<file path="src/rtl/dmem_arbiter.sv">
// Shares the single-port data SRAM macro between the AVR data bus and one external
// req/ack master; the CPU has priority until the external side has starved for max_wait cycles.
module dmem_arbiter #(
    parameter int adr_w     = 12,
    parameter int ram_depth = 11,
    parameter int ram_base  = 256,
    parameter int max_wait  = 4
) (
    input  logic                 cp2,
    input  logic                 ireset,
    input  logic [adr_w-1:0]     cpu_ramadr,
    input  logic                 cpu_ramre,
    input  logic                 cpu_ramwe,
    input  logic [7:0]           cpu_dbusout,
    output logic [7:0]           cpu_dbusin,
    output logic                 cpu_wait,
    input  logic                 ext_req,
    input  logic                 ext_we,
    input  logic [adr_w-1:0]     ext_adr,
    input  logic [7:0]           ext_wdata,
    output logic                 ext_ack,
    output logic [7:0]           ext_rdata,
    output logic                 ext_err,
    output logic                 sram_cen,
    output logic                 sram_wen,
    output logic [ram_depth-1:0] sram_a,
    output logic [7:0]           sram_d,
    input  logic [7:0]           sram_q
);

    localparam int WC_W = (max_wait < 1) ? 1 : $clog2(max_wait + 1);
    localparam logic [adr_w:0]  WIN_LO = (adr_w+1)'(ram_base);
    localparam logic [adr_w:0]  WIN_HI = (adr_w+1)'(ram_base + (1 << ram_depth));
    localparam logic [WC_W-1:0] WC_MAX = WC_W'(max_wait);

    typedef enum logic {
        IDLE = 1'b0,
        ACK  = 1'b1
    } state_t;

    state_t           state_q, state_d;
    logic [WC_W-1:0]  wait_cnt_q, wait_cnt_d;
    logic             ext_ack_q, ext_ack_d;
    logic             ext_err_q, ext_err_d;
    logic [7:0]       ext_rdata_q, ext_rdata_d;

    logic [adr_w:0]     cpu_adr_x, ext_adr_x;
    logic               cpu_hit, ext_hit;
    logic               cpu_acc, ext_ok, at_max, grant;
    logic [ram_depth-1:0] cpu_off, ext_off;

    // Addresses are widened by one bit so ram_base + window never wraps in the compare.
    assign cpu_adr_x = {1'b0, cpu_ramadr};
    assign ext_adr_x = {1'b0, ext_adr};
    assign cpu_hit   = (cpu_adr_x >= WIN_LO) && (cpu_adr_x < WIN_HI);
    assign ext_hit   = (ext_adr_x >= WIN_LO) && (ext_adr_x < WIN_HI);
    assign cpu_off   = ram_depth'(cpu_adr_x - WIN_LO);
    assign ext_off   = ram_depth'(ext_adr_x - WIN_LO);

    assign cpu_acc = (cpu_ramre || cpu_ramwe) && cpu_hit;
    assign ext_ok  = ext_req && ext_hit;
    assign at_max  = (wait_cnt_q == WC_MAX);

    always_comb begin
        state_d     = state_q;
        wait_cnt_d  = wait_cnt_q;
        ext_err_d   = ext_err_q;
        ext_rdata_d = ext_rdata_q;
        grant       = 1'b0;
        cpu_wait    = 1'b0;
        case (state_q)
            IDLE: begin
                grant    = ext_ok && (!cpu_acc || at_max);
                cpu_wait = ext_ok && cpu_acc && at_max;
                if (grant) begin
                    state_d   = ACK;
                    ext_err_d = 1'b0;
                    if (!ext_we) begin
                        ext_rdata_d = sram_q;
                    end
                end else if (ext_req && !ext_hit) begin
                    state_d   = ACK;
                    ext_err_d = 1'b1;
                end else if (ext_ok && cpu_acc) begin
                    wait_cnt_d = wait_cnt_q + WC_W'(1);
                end
            end
            ACK: begin
                state_d    = IDLE;
                wait_cnt_d = '0;
            end
            default: state_d = IDLE;
        endcase
        if (ireset) begin
            grant    = 1'b0;
            cpu_wait = 1'b0;
        end
    end

    assign ext_ack_d = (state_d == ACK);

    // The owner is the external master only in its grant cycle; otherwise the CPU.
    always_comb begin
        sram_cen = 1'b1;
        sram_wen = 1'b1;
        sram_a   = cpu_off;
        sram_d   = cpu_dbusout;
        if (grant) begin
            sram_cen = 1'b0;
            sram_wen = !ext_we;
            sram_a   = ext_off;
            sram_d   = ext_wdata;
        end else if (cpu_acc) begin
            sram_cen = 1'b0;
            sram_wen = !cpu_ramwe;
        end
        if (ireset) begin
            sram_cen = 1'b1;
            sram_wen = 1'b1;
        end
    end

    always_ff @(posedge cp2 or posedge ireset) begin
        if (ireset) begin
            state_q     <= IDLE;
            wait_cnt_q  <= '0;
            ext_ack_q   <= 1'b0;
            ext_err_q   <= 1'b0;
            ext_rdata_q <= 8'h00;
        end else begin
            state_q     <= state_d;
            wait_cnt_q  <= wait_cnt_d;
            ext_ack_q   <= ext_ack_d;
            ext_err_q   <= ext_err_d;
            ext_rdata_q <= ext_rdata_d;
        end
    end

    assign ext_ack    = ext_ack_q;
    assign ext_err    = ext_err_q;
    assign ext_rdata  = ext_rdata_q;
    assign cpu_dbusin = (cpu_ramre && cpu_hit && !cpu_wait) ? sram_q : 8'h00;

endmodule

</file>
<file path="config.mk">
export PLATFORM = sky130hd
export DESIGN_NAME = dmem_arbiter
export DESIGN_NICKNAME = d
export VERILOG_FILES = /design/src/rtl/dmem_arbiter.sv
export SDC_FILE = /design/constraint.sdc
export NUM_CORES = 1
export LEC_CHECK = 0
export CORE_MARGIN = 2
export CORE_UTILIZATION = 32
export CTS_BUF_LIST = sky130_fd_sc_hd__clkbuf_8
export CTS_CLUSTER_DIAMETER = 30
export DETAILED_ROUTE_END_ITERATION = 16
export PLACE_DENSITY = 0.91
export SETUP_SLACK_MARGIN = 0.05
export SLEW_MARGIN = 0
export SYNTH_ARGS = -nofsm -noshare
export SYNTH_HDL_FRONTEND = slang
export SYNTH_SLANG_ARGS = --single-unit
</file>
<file path="constraint.sdc">
create_clock -name cp2 -period 3.1 [get_ports cp2]
set_input_delay 0.465 -clock cp2 [delete_from_list [all_inputs] [get_ports cp2]]
set_output_delay 0.465 -clock cp2 [all_outputs]
set_load 0.02 [all_outputs]
</file>
# Yosys cells after proc, flatten, opt, wreduce, memory -nomap -nowiden
# Cells that the tools add are included.
# Widths: inputs -> output; s select.
# totals
ff_bits	13
latchBits	0
ramBits	0
rom_bits	0
input_bits	54
out_inout_bits	40
elab_cells	60
n_memories	0
# op_classes
add_sub_neg	3
multipliers	0
div_mod_pow	0
order_cmp	4
eq_ne	4
shift	0
n_mux	22
bitwise_logic	2
n_reduce_logical	21
# op_table
operator	n
$ge 12x9->1 const B	2
$lt 12x12->1 const B	2
$sub 11x9->11 const B	2
$mux 8	2
$mux 1	14
$mux 11	1
$logic_and 1x1->1	10
$mux 3	3
$ne 2x2->1 const B	3
$pmux 3 s2	1
$reduce_and 3->1	2
$logic_not 1->1	5
$add 3x1->3 const B	1
$eq 3x3->1 const B	1
$logic_or 1x1->1	2
$not 1->1	2
$pmux 1 s2	1
$reduce_and 2->1	1
$reduce_bool 2->1	1

# Depth between registers and ports, before layout
# logic_depth
word_depth	10
depth_mapped	11
depth_no_buf	10

# Least setup slack after synthesis
# Ideal clock, no wire load.
# synth_path
kind	input to output
from	input cpu_ramadr[11]
to	output sram_a[10]
arrival_ps	2926
t_required_ps	2635
path_slack_ps	-291
cell_stages	9
path_buffers	1
cell_sequence	or4_4 -> o2111a_2 -> nor2_4 -> buf_4 -> mux2i_1 -> ha_1 -> nor2b_1 -> o22ai_1 -> or3b_1
# synth_via
elab_chain_cells	9
elab_cells_between_ends	10
cone_classes	2 x order compare; 3 x mux; 5 x reduce/logical
# synth_lines
item	line	source
start, declared	11	input logic [adr_w-1:0] cpu_ramadr,
$ge 12x9->1 / $lt 12x12->1 (equally long branches)	55	assign cpu_hit = (cpu_adr_x >= WIN_LO) && (cpu_adr_x < WIN_HI);
$logic_and 1x1->1 (*)	55	
$logic_and 1x1->1 (*)	60	assign cpu_acc = (cpu_ramre || cpu_ramwe) && cpu_hit;
$logic_not 1->1 (*)	73	grant = ext_ok && (!cpu_acc || at_max);
$logic_or 1x1->1 (*)	73	
$logic_and 1x1->1 (*)	73	
$mux 1 (*)	71	case (state_q)
$mux 1 (*)	94	if (ireset) begin
$mux 11 (*)	108	if (grant) begin
end, declared	26	output logic [ram_depth-1:0] sram_a,
# Mark *: on every way between the ends. The rest lies on a longest branch, timed or not.

# Final worst setup path
# layout_path
from	input cpu_ramadr[10]
to	output sram_a[10]
# layout_via
elab_chain_cells	9
elab_cells_between_ends	11
cone_classes	1 x add/sub; 2 x order compare; 3 x mux; 5 x reduce/logical
# layout_lines
item	line
$ge 12x9->1 / $lt 12x12->1 (equally long branches)	55
$logic_and 1x1->1	55
$logic_and 1x1->1	60
$logic_not 1->1	73
$logic_or 1x1->1	73
$logic_and 1x1->1	73
$mux 1	71
$mux 1	94
$mux 11 (*)	108
# Marks and branches as above.

==> results.md <==
- Initial core utilization: 0.340
- Fin crit share: 0.992
- CTS H-Tree Depth: 1
- Placed Area: 0.00220 mm²
- # nets final: 273
- CP most frequent cell: buf_6
- M1 GR Usage: 0.225
- GP Congestion: 0.830
- Vias in the first global route: 1392
- Clock Tree Buf Depth: 2
- Final Hold Viols: 0
- Avg Cell Area, Syn: 10.9 µm²
- Worst-margin pin slew: 0.301 ns
- Core area: 0.00310 mm²
- VDD IR-drop max: 188 µV
- Pre-CTS setup slack: -0.693 ns
- Row Count: 20
- CP cell instances: buf_6, or4_4, o2111a_2, nor2_4, mux2i_4, ha_4, nor2b_1, o22ai_1, or3b_4, buf_6
- Total gr overflow: 0
- TritonCTS clock tree: done
- # fillers: 209
- Worst-skew pair later-pin latency: 0.24 ns
- Delay of the slowest critical-path stage: 0.53 ns
- Clk slew on worst S/H paths: 0.06 ns
- FF-to-FF End: ext_rdata[3]
- Worst EP arrival: 2.61 ns
- RR Startpoint: wait_cnt_q[0]
- Sequential fraction of the synthesis area: 0.309
- Setup-failing EPs final: 0
- Most frequent cells in the layout: clkdlybuf4s50_1, buf_4, mux2_2, dlymetal6s2s_1, dfrtp_1
- Main synth FF type: dfrtp_1
- Critical path buffers and inverters: 2
- Max Clock Skew: 0.00743 ns
- F_max: 325 MHz
- Layout cell share with drive strength beyond 1: 0.344
- Post-synth EDFFs: 0
- GR Util All Layers: 0.224
- Slew headroom: 0.797
- Layout area overhead: 121%
- Flop2flop setup slack: 1.06 ns
- IO buf count: 93
- Largest net degree at the start of global routing: 17
- Busiest grt layer: met2
- Largest delay contributor family on the critical path: simple AND/OR/NAND/NOR gates
- Dpl hpwl: 3270 µm
- Crit start category: primary input
- CTS Buf Count: 3
- Final core occ: 0.750
- Met2 Resource Use GR: 0.465
- Most common cell after layout, fill and taps aside: clkdlybuf4s50_1
- Distinct cell type count after synthesis: 36
- Mapped cell area: 0.00105 mm²
- Mapped Nets: 154
- Status: finished, final reports clean
- Root Buffer: clkbuf_8
- Die Ht: 61.4 µm
- Vias: 1274
- Total Power Consumption: 0.000821 W
- I/O pin count: 94
- Detailed Route WL: 4150 µm
- DIE WIDTH: 61.4 µm
- Crit path max fanout: 4
- First-pass GRT wire length: 6290 µm
- Initial antenna violation count: 0
- Asr flop ratio synth: 1.00
- Warnings, synthesis: 0
- Hold_buf cts: 0
- Leakage: 1.11 nW
- Synth Register Bits: 13
- Final WS setup: 0.0246 ns
- DRC: 0
- CTS Sinks: 13
- Worst Setup End Kind: output port
- Slowest-stage cell, CP: or4_4
- Die area: 0.00377 mm²
- Slew Viols, Final: 0
- Worst Path Required: 2.63 ns
- Initial drt markers: 26
- RSZ-0062 raised after global routing: true
- Diodes inserted: 0
- Vias per cell: 4.92
- Cells after Synth: 97
- Max-cap violations: 0
- GR Util met3: 0.0525
- Type of the worst setup path: primary input to output port
- Tmin final: 3.08 ns
- Final setup TNS: 0 ns
- Design Area, Final: 0.00233 mm²
- Worst hold path type: primary input to async pin
- Pre-antenna DRT Iters: 4
- DRT antenna net count: 0
- PD cells: 353 mW/mm²
- Post-DR wirelength/cell: 16.0 µm
- FF-to-FF path depth: 8
power breakdown:
| group | leakage (nW) | internal [W] | switching (W) |
|---|---|---|---|
| combinational | 0.925 | 0.000256 | 0.000184 |
| clock | 0.0269 | 0.0000873 | 0.0000602 |
| sequential | 0.161 | 0.000209 | 0.0000242 |
| total | 1.11 | 0.000553 | 0.000268 |
synth_stat cells, types with 2 or more instances:
| cell type | n | area [µm²] |
|---|---|---|
| mux2_2 | 18 | 203 |
| dfrtp_1 | 13 | 325 |
| and2_1 | 9 | 56.3 |
| mux2_4 | 8 | 120 |
| inv_1 | 4 | 15.0 |
| nor2_1 | 4 | 15.0 |
| ha_1 | 3 | 37.5 |
| nand4_1 | 3 | 18.8 |
| nor2b_1 | 3 | 18.8 |
| a21oi_1 | 2 | 10.0 |
| mux2i_1 | 2 | 20.0 |
| nand3_1 | 2 | 10.0 |
| nor4b_1 | 2 | 17.5 |
| o31ai_1 | 2 | 15.0 |
per-layer routing:
metal	wire length, µm	vias to the layer above
met1	1430	590
met3	350	10
li1	-	596
met2	2270	78
met4	97	0
met5	0	-
worst reg2reg max path: stages (launching register included):
cell and delay, ns:
dfrtp_1 0.40, inv_1 0.09, ha_1 0.14, nand2_1 0.08, o2111a_2 0.20, buf_4 0.18
or3_1 0.33, buf_4 0.20, mux2_4 0.31
logic make-up (layout without fill, tap and decap cells):
logic type / Yosys count / count (layout) / synth area share
compound gates: 12 / 12 / 0.0879
fa+ha+maj: 3 / 3 / 0.0356
buf+inv: 7 / 125 / 0.0356
flops: 13 / 13 / 0.309
mux: 28 / 28 / 0.325
simple gates: 34 / 34 / 0.207
metrics by stage:
| stage | cells | hold WS, ns |
|---|---|---|
| 2_1_floorplan | 97 | 0.282 |
| 3_3_place_gp | 252 | 0.484 |
| 3_5_place_dp | 252 | 0.483 |
| 4_1_cts | 258 | 0.499 |
| 5_1_grt | 259 | 0.334 |
| 6_report | 259 | 0.318 |
area by class of cell:
cell class / count / area, µm² / area share
timing repair buffer: 117 / 1130 / 0.486
multi-input combinational: 77 / 752 / 0.323
sequential: 13 / 325 / 0.140
tap: 44 / 55.1 / 0.0237
clock buffer: 3 / 41.3 / 0.0177
inverter: 4 / 18.8 / 0.00806
clock inverter: 1 / 3.75 / 0.00161
state kept, by name, indices dropped and copies added (netlist names):
register and flops:
ext_rdata 8, wait_cnt_q 3, ext_ack 1, ext_err 1
worst max path at each step:
stage / cells after the start / end / start
after floorplan: 9 / sram_a[10] / cpu_ramadr[11]
after global placement: 10 / sram_a[10] / cpu_ramadr[11]
after detailed placement: 10 / sram_a[10] / ext_adr[10]
after CTS: 10 / sram_a[10] / cpu_ramadr[8]
after global routing: 10 / sram_a[10] / cpu_ramadr[10]
final: 10 / sram_a[10] / cpu_ramadr[10]
what timing repair did:
action / in CTS / in global routing
setup buffers: 2 / 1
pin swaps: 7 / 5
gates resized for setup: 42 / 22
setup endpoints to repair: 30 / 24
Power figures use the tool's default switching activity.
